==> config.mk <==
export PLATFORM = sky130hd
export DESIGN_NAME = demux_1_n_stream
export DESIGN_NICKNAME = d
export VERILOG_FILES = /design/src/rtl/demux_1_n_stream.sv
export SDC_FILE = /design/constraint.sdc
export NUM_CORES = 1
export LEC_CHECK = 0
export ABC_AREA = 1
export BUFFER_PORTS_ARGS = -buffer_cell sky130_fd_sc_hd__buf_2
export CORE_UTILIZATION = 26
export CTS_CLUSTER_SIZE = 24
export DETAILED_ROUTE_END_ITERATION = 10
export GPL_TIMING_DRIVEN = 0
export MAX_ROUTING_LAYER = met4
export PLACE_DENSITY = 0.45
export SYNTH_ARGS = -nofsm -noshare
export SYNTH_HDL_FRONTEND = slang
export SYNTH_SLANG_ARGS = --single-unit
==> constraint.sdc <==
create_clock -name clk -period 2.2 [get_ports clk]
set_clock_uncertainty 0.2 [all_clocks]
set_input_delay 0.22 -clock clk [delete_from_list [all_inputs] [get_ports clk]]
set_output_delay 0.22 -clock clk [all_outputs]
set_load 0.02 [all_outputs]
==> src/rtl/demux_1_n_stream.sv <==
// Registered 1:N stream demultiplexer with per-channel valid/ready slots,
// broadcast mode and a saturating counter of words dropped for a bad select.
module demux_1_n_stream #(
    parameter int N_OUT  = 4,
    parameter int SEL_W  = 2,
    parameter int DATA_W = 8,
    parameter int CNT_W  = 8
) (
    input  logic                    clk,
    input  logic                    rst_n,
    input  logic                    in_valid,
    output logic                    in_ready,
    input  logic [DATA_W-1:0]       in_data,
    input  logic [SEL_W-1:0]        in_sel,
    input  logic                    in_bcast,
    output logic [N_OUT-1:0]        out_valid,
    input  logic [N_OUT-1:0]        out_ready,
    output logic [N_OUT*DATA_W-1:0] out_data,
    output logic                    sel_err,
    output logic [CNT_W-1:0]        drop_cnt
);

    localparam logic [SEL_W:0] N_OUT_W = N_OUT[SEL_W:0];

    logic [N_OUT-1:0] free;
    logic [N_OUT-1:0] target;
    logic [N_OUT-1:0] load;
    logic             sel_ok;
    logic             accept;
    logic             drop;

    assign free   = ~out_valid | out_ready;
    assign sel_ok = {1'b0, in_sel} < N_OUT_W;

    // Broadcast targets every slot; otherwise a one-hot decode of in_sel.
    always_comb begin
        target = '0;
        for (int k = 0; k < N_OUT; k++) begin
            target[k] = in_bcast || (in_sel == SEL_W'(k));
        end
    end

    // A bad select is always accepted so the producer never stalls on it.
    always_comb begin
        in_ready = 1'b0;
        if (rst_n) begin
            if (in_bcast) begin
                in_ready = &free;
            end else if (!sel_ok) begin
                in_ready = 1'b1;
            end else begin
                in_ready = |(target & free);
            end
        end
    end

    assign accept = in_valid && in_ready;
    assign drop   = accept && !in_bcast && !sel_ok;
    assign load   = (accept && (in_bcast || sel_ok)) ? target : '0;

    always_ff @(posedge clk) begin
        if (!rst_n) begin
            out_valid <= '0;
            out_data  <= '0;
            sel_err   <= 1'b0;
            drop_cnt  <= '0;
        end else begin
            sel_err <= drop;
            if (drop && (drop_cnt != {CNT_W{1'b1}})) begin
                drop_cnt <= drop_cnt + CNT_W'(1);
            end
            for (int k = 0; k < N_OUT; k++) begin
                if (load[k]) begin
                    out_valid[k]                  <= 1'b1;
                    out_data[k*DATA_W +: DATA_W] <= in_data;
                end else if (out_ready[k]) begin
                    out_valid[k] <= 1'b0;
                end
            end
        end
    end

endmodule

==> metrics.log, run 1 <==
[metrics] result of the run: complete, no violations
[metrics] Inserted Diodes: 0
[metrics] clock tree from TritonCTS: yes
[metrics] kind of cell with the highest combined delay on the critical path: simple AND/OR/NAND/NOR gates
[metrics] sum of negative setup slack: 0 ns
[metrics] Clock transition at path regs: 0.07 ns
[metrics] net switching share of the total power: 31.7%
[metrics] average size of a mapped cell: 6.99 um2
[metrics] detailed-route wire length per cell: 10.7 um
[metrics] detailed-placement wirelength estimate: 3950 um
[metrics] post-CTS repair timing setup buffer count: 0
[metrics] Leakage: 1.46 nW
[metrics] Commonest cells post-synth: inv_1, nand2_1, dfxtp_1
[metrics] area of the mapped netlist: 2150 um2
[metrics] required time at the worst-slack endpoint: 1.78 ns
[metrics] minimum setup slack after placement: 0.385 ns
[metrics] fill cell count: 887
[metrics] total iterations of the first detailed-routing run: 4
[metrics] initial antenna violation count: 0
[metrics] Crit. End Element: output pin
[metrics] Setup crit start kind: register
[metrics] share of the yosys chip area belonging to registers: 33.5%
[metrics] worst path bufs/invs: 2
[metrics] fin worst setup slack: 0.159 ns
[metrics] CTS Hold Bufs: 0
[metrics] vias after detailed routing: 1896
[metrics] global route overflow: 0
[metrics] worst min path class: in -> reg
[metrics] proportion of power drawn by the clock network: 30.6%
[metrics] leading area contributor after synthesis: dfxtp_1
[metrics] CTS H-tree lvls: 2
[metrics] crit share post-route: 92.8%
[metrics] DRT antenna net count: 0
[metrics] wire length of the first global-routing pass: 8560 um
[metrics] Worst EP arrival: 1.62 ns
[metrics] Root Buffer Master: clkbuf_8
[metrics] standard cell core area: 7850 um2
[metrics] number of standard cells after synthesis: 308
[metrics] final routed DRC violation total: 0
[metrics] cell repeated most along the worst path: nand2_1
[metrics] flop and latch count out of synthesis: 36
[metrics] Async SR Flop Fraction: 0%
[metrics] kind of critical path: reg -> out
[metrics] count of non-filler cells in the finished layout: 477
[metrics] max-slew violations: 0
[metrics] area delta synth->final: 23.9%
[metrics] maximum number of pins on one net before global-route repair: 11
[metrics] r2r setup slk: 0.51 ns
[metrics] share of post-route cells with drive strength above 1: 33.6%
[metrics] maximum fanout along the worst path: 10
[metrics] proportion of netlist area held by the largest area contributor: 33.5%
[metrics] insertion delay of the later-clocked pin in the worst-skew pair: 0.28 ns
[metrics] NetSw: 0.000519 W
[metrics] Area contributors post-synth: dfxtp_1, inv_1, nand2_1
[metrics] VDD IR max: 0.268 mV
[metrics] Finished Core Util: 34.0%
[metrics] number of buffers inserted during clock tree synthesis: 5
[metrics] unrepaired setup endpoints after global routing: no
[metrics] layout net count: 393
[metrics] cell depth of the worst setup path: 7
[metrics] largest incremental delay on the critical path: 0.32 ns
[metrics] count of endpoints failing hold in the final timing report: 0
[metrics] power share of the sequential group: 43.6%
[metrics] number of endpoints failing setup at the final stage: 0
[metrics] yosys warns: 0
[metrics] Fmax achieved: 0.490 GHz
[metrics] Power Density: 615 nW/um2
[metrics] Die X: 93.0 um
[metrics] post-CTS resize count: 0
[metrics] initial standard-cell utilization of the core: 27.4%
[metrics] number of port buffers: 52
[metrics] flip-flop cell with the highest count after synthesis: dfxtp_1
[metrics] clock sink total: 36
[metrics] Cell Count Post-Placement: 470
[metrics] share of total power in combinational logic: 25.7%
[metrics] Cell Int Power: 0.00112 W
[metrics] final worst path period need: 2.04 ns
[metrics] Die Footprint: 8650 um2
[metrics] number of cell rows: 32
[metrics] count of flip-flops with a built-in enable after synthesis: 0
[metrics] Cell Chain, Critical Path: nand2_1 -> nand2_1 -> o21ai_0 -> nand2_1 -> nor2_4 -> buf_6 -> buf_2
[metrics] cell count of the worst reg-to-reg path: 9
[metrics] global-route total usage across every layer: 13.2%
[metrics] unique cell type count in the Yosys netlist: 23
[metrics] post-detailed-route via-to-cell ratio: 3.97
[metrics] Starting DRT DRC Count: 49
[metrics] most frequently used cell type in the post-synthesis netlist: inv_1
[metrics] # Max-Cap Violations: 0
[metrics] Max stage delay cell, worst path: dfxtp_1
[metrics] routed wire length: 5130 um
[metrics] final weighted congestion in routability-driven placement: 0.796
[metrics] I/O pins: 64
[metrics] number of global-route vias before repair: 1766
[metrics] hold depth: 3
[metrics] height of the chip: 93.0 um
[metrics] Bufs on Longest Clock Path: 2
## per-stage QoR
step | total power [W] | area, um2 | hold slack, ns
5_1_grt | 0.00175 | 2670 | 0.0284
3_3_place_gp | 0.00115 | 2570 | 0.299
6_report | 0.00164 | 2670 | 0.0214
3_5_place_dp | 0.00115 | 2570 | 0.295
4_1_cts | 0.00167 | 2670 | 0.0120
2_1_floorplan | 0.00104 | 2180 | 0.208
## worst register-to-register path, cell delays in order, from the launching register on
cell and delay [ns]:
dfxtp_1 0.32, nand2_1 0.12, nand2_1 0.08, o21ai_0 0.16
nand2_1 0.11, nor2_4 0.20, buf_6 0.17, nand4_1 0.10
nand2_1 0.10, nor2_2 0.03
## cell type report
| type | instances | area, um2 | area share, % |
|---|---|---|---|
| Buffer | 20 | 154 | 5.77 |
| Multi-Input combinational cell | 178 | 986 | 37.0 |
| Sequential cell | 36 | 721 | 27.0 |
| Inverter | 82 | 322 | 12.1 |
| Clock buffer | 7 | 96.3 | 3.61 |
| Tap cell | 102 | 128 | 4.79 |
| Timing Repair Buffer | 52 | 260 | 9.76 |
## placed cells by master (no fill, tap or decap), drive strengths merged, types with 2 or more instances in the layout
| cell | n |
|---|---|
| buf | 71 |
| inv | 80 |
| clkbuf | 8 |
| dfxtp | 36 |
| nand2 | 85 |
| conb | 9 |
| nand4 | 36 |
| a21oi | 5 |
| o21ai | 2 |
| nor2 | 40 |
## path summary, 6_finish.rpt
kind                        startpoint                        end
min                              rst_n  out_data[16]$_SDFFE_PN0P_
max          out_valid[3]$_SDFFE_PN0P_                   in_ready
max reg2reg  out_valid[3]$_SDFFE_PN0P_  out_data[31]$_SDFFE_PN0P_
min reg2reg   out_data[0]$_SDFFE_PN0P_   out_data[0]$_SDFFE_PN0P_
## sequential cells by signal (all words and copies together), names as in the netlist
name	count
out_data	32
out_valid	4
## logic make-up (layout without fill, tap and decap cells)
| logic type | Yosys count | after routing | share of synthesized area (%) |
|---|---|---|---|
| buffers and inverters | 102 | 161 | 22.1 |
| other | 1 | 9 | 0.174 |
| flip-flops | 36 | 36 | 33.5 |
| AND/OR/NAND/NOR | 162 | 162 | 42.4 |
| AO/OA/AOI/OAI | 7 | 7 | 1.80 |
## power by group through the flow
stage / Combinational, W / Clock (W) / Sequential (W)
after global routing: 0.000471 / 0.000555 / 0.000721
after CTS: 0.000426 / 0.000524 / 0.000716
after floorplan: 0.000262 / 0 / 0.000782
after detailed placement: 0.000423 / 0 / 0.000730
final: 0.000422 / 0.000502 / 0.000715
after global placement: 0.000421 / 0 / 0.000730
## metal layers
layer	vias to the layer above	global-route usage [%]	wire (um)
li1	1030	-	-
met3	5	3.01	261
met1	814	17.2	2540
met5	-	-	0
met2	47	20.5	2270
met4	0	3.59	51
Power figures use the tool's default switching activity.
==> run 2, diff against run 1 <==
- ABC_AREA: 1 -> not set
- CELL_PAD_IN_SITES_DETAIL_PLACEMENT: not set -> 2
- CELL_PAD_IN_SITES_GLOBAL_PLACEMENT: not set -> 2
- CORE_UTILIZATION: 26 -> 29
- PLACE_DENSITY: 0.45 -> 0.81
==> metrics.log, run 2 <==
[metrics] result of the run: complete, no violations
[metrics] number of port buffers: 53
[metrics] global route overflow: 0
[metrics] VDD IR max: 0.317 mV
[metrics] layout net count: 237
[metrics] Reg2Reg Capture Point: out_data[3]$_SDFFE_PN0P_
[metrics] top register by number of flip-flops: out_data
[metrics] global-route total usage across every layer: 18.0%
[metrics] DRT antenna net count: 0
[metrics] M1 GR Usage: 19.4%
[metrics] total iterations of the first detailed-routing run: 3
[metrics] share of the yosys chip area belonging to registers: 47.0%
[metrics] detailed-placement wirelength estimate: 3300 um
[metrics] count of flip-flops with a built-in enable after synthesis: 0
[metrics] busiest grt layer: met2
[metrics] flip-flop cell with the highest count after synthesis: dfxtp_1
[metrics] clock tree from TritonCTS: yes
[metrics] Cell Count Post-Placement: 282
[metrics] vias after detailed routing: 1289
[metrics] post-detailed-route via-to-cell ratio: 4.44
[metrics] CTS H-tree lvls: 2
[metrics] area of the mapped netlist: 1530 um2
[metrics] Clock transition at path regs: 0.07 ns
[metrics] number of global-route vias before repair: 1388
[metrics] most common cell after layout, fill and taps aside: buf_2
[metrics] # Max-Cap Violations: 0
[metrics] detailed-route wire length per cell: 15.4 um
[metrics] post-route cell area: 2080 um2
[metrics] unrepaired setup endpoints after global routing: no
[metrics] kind of cell with the highest combined delay on the critical path: multiplexers
[metrics] Area contributors post-synth: dfxtp_1, mux2i_1, nand2_1
[metrics] height of the chip: 74.7 um
[metrics] Bufs on Longest Clock Path: 2
[metrics] Critical R2R Launch: out_valid[1]$_SDFFE_PN0P_
[metrics] Cell Chain, Critical Path: nand2b_4 -> mux4_2 -> nor2b_1 -> o21a_1 -> buf_2
[metrics] max-slew violations: 0
[metrics] worst setup path endpoint: in_ready
[metrics] insertion delay of the later-clocked pin in the worst-skew pair: 0.29 ns
[metrics] highest-count cells in the layout ignoring fill and taps: buf_2, nand2_1, dfxtp_1
[metrics] fill cell count: 591
[metrics] required time at the worst-slack endpoint: 1.78 ns
[metrics] r2r setup slk: 0.37 ns
[metrics] count of non-filler cells in the finished layout: 290
[metrics] clock sink total: 36
[metrics] Max stage delay cell, worst path: mux4_2
[metrics] most frequently used cell type in the post-synthesis netlist: nand2_1
[metrics] proportion of netlist area held by the largest area contributor: 47.0%
[metrics] Power Density: 876 nW/um2
[metrics] cell depth of the worst setup path: 5
[metrics] Multi-input gate area: 741 um2
[metrics] post-CTS resize count: 0
[metrics] area delta synth->final: 35.3%
[metrics] met2 demand-to-capacity share in global routing: 30.6%
[metrics] crit share post-route: 96.8%
[metrics] registers with the most flip-flops: out_data: 32 flops, out_valid: 4 flops
[metrics] worst path bufs/invs: 1
[metrics] initial standard-cell utilization of the core: 30.0%
[metrics] number of standard cells after synthesis: 151
[metrics] CTS Hold Bufs: 0
[metrics] Async SR Flop Fraction: 0%
[metrics] unique cell type count in the Yosys netlist: 26
[metrics] initial antenna violation count: 0
[metrics] kind of critical path: reg -> out
[metrics] standard cell core area: 5110 um2
[metrics] Die X: 74.7 um
[metrics] I/O pins: 64
[metrics] final weighted congestion in routability-driven placement: 0.799
[metrics] Die Footprint: 5580 um2
[metrics] post-CTS repair timing setup buffer count: 0
[metrics] minimum setup slack after placement: 0.323 ns
[metrics] yosys warns: 0
[metrics] Worst EP arrival: 1.71 ns
[metrics] largest incremental delay on the critical path: 0.48 ns
[metrics] fin worst setup slack: 0.0699 ns
[metrics] maximum fanout along the worst path: 4
[metrics] sum of negative setup slack: 0 ns
[metrics] Commonest cells post-synth: nand2_1, dfxtp_1, mux2i_1
[metrics] cell count of the worst reg-to-reg path: 6
[metrics] share of post-route cells with drive strength above 1: 35.9%
[metrics] routed wire length: 4460 um
[metrics] post-placement cell area: 1920 um2
[metrics] Starting DRT DRC Count: 35
[metrics] flip-flop count of the largest register, all copies and words added: 32
[metrics] Fmax achieved: 0.469 GHz
[metrics] Leakage: 1.04 nW
[metrics] count of endpoints failing hold in the final timing report: 0
[metrics] Setup crit start kind: register
[metrics] Inserted Diodes: 0
[metrics] Sequential Area: 721 um2
[metrics] final routed DRC violation total: 0
[metrics] number of buffers inserted during clock tree synthesis: 5
[metrics] worst setup path startpoint: out_valid[3]$_SDFFE_PN0P_
[metrics] average size of a mapped cell: 10.2 um2
[metrics] worst min path class: in -> reg
[metrics] number of endpoints failing setup at the final stage: 0
[metrics] Crit. End Element: output pin
[metrics] wire length of the first global-routing pass: 6970 um
[metrics] Root Buffer Master: clkbuf_8
[metrics] leading area contributor after synthesis: dfxtp_1
[metrics] flop and latch count out of synthesis: 36
[metrics] number of cell rows: 26
[metrics] met3 track utilization from global routing: 6.96%
[metrics] final worst path period need: 2.13 ns
[metrics] maximum number of pins on one net before global-route repair: 13
==> run 2: cell count changes after synthesis, sizes merged, moves of 4 or more <==
| cell | before | now |
|---|---|---|
| inv | 80 | 0 |
| nand2 | 85 | 41 |
| nor2 | 40 | 2 |
| nand4 | 36 | 0 |
| mux2i | 0 | 32 |
| buf | 19 | 11 |
| clkbuf | 1 | 5 |
| nand2b | 0 | 4 |
==> run 2: worst register-to-register path, cell delays in order (launching register included) <==
cell and delay (ns):
dfxtp_1 0.31, nand2b_1 0.11, nand3_1 0.10, nor2_2 0.36, a32o_1 0.17, buf_2 0.28
mux2i_1 0.22
==> run 2: cell families after synthesis <==
| logic type | after synthesis | share of synthesized area [%] |
|---|---|---|
| AO/OA/AOI/OAI | 10 | 6.28 |
| multiplexers | 33 | 22.3 |
| other | 1 | 0.244 |
| flip-flops | 36 | 47.0 |
| buffers and inverters | 16 | 6.69 |
| AND/OR/NAND/NOR | 55 | 17.5 |
==> run 2: area by class of cell <==
class,instances,area share (%)
buffer,16,4.94
clock buffer,5,3.32
tap,70,4.22
multi-input combinational,107,35.7
sequential,36,34.7
clock inverter,3,4.34
timing repair buffer,53,12.8
==> run 2: per-layer routing <==
metal / wire [um] / share of wire [%] / vias up
met4: 57 / 1.3 / 0
met1: 1870 / 42 / 615
li1: - / - / 620
met3: 314 / 7.0 / 7
met5: 0 / 0 / -
met2: 2230 / 50 / 47
==> run 2: how the worst min path moves through the flow <==
stage | startpoint | to | slack, ns | cells past startpoint
global route | out_ready[2] | out_valid[2]$_SDFFE_PN0P_ | 0.04 | 3
CTS | out_ready[2] | out_valid[2]$_SDFFE_PN0P_ | 0.02 | 3
floorplan | in_data[0] | out_data[24]$_SDFFE_PN0P_ | 0.22 | 2
detailed placement | out_data[3]$_SDFFE_PN0P_ | out_data[3]$_SDFFE_PN0P_ | 0.25 | 2
finish | out_ready[2] | out_valid[2]$_SDFFE_PN0P_ | 0.03 | 3
global placement | out_data[11]$_SDFFE_PN0P_ | out_data[11]$_SDFFE_PN0P_ | 0.24 | 2
==> run 2: report_power, final <==
group / switching (W) / internal [W] / total (W) / leakage (nW)
Clock: 0.000254 / 0.000567 / 0.000821 / 0.0784
Combinational: 0.000174 / 0.000108 / 0.000281 / 0.666
Sequential: 0.0000231 / 0.000692 / 0.000715 / 0.294
Total: 0.000451 / 0.00137 / 0.00182 / 1.04
==> run 2: stage by stage <==
step	hold WS (ns)	util, %	power, W
2_1_floorplan	0.224	-	0.000918
3_3_place_gp	0.241	37.5	0.00100
3_5_place_dp	0.249	37.5	0.00101
4_1_cts	0.0193	40.6	0.00185
5_1_grt	0.0392	40.6	0.00189
6_report	0.0273	40.6	0.00182
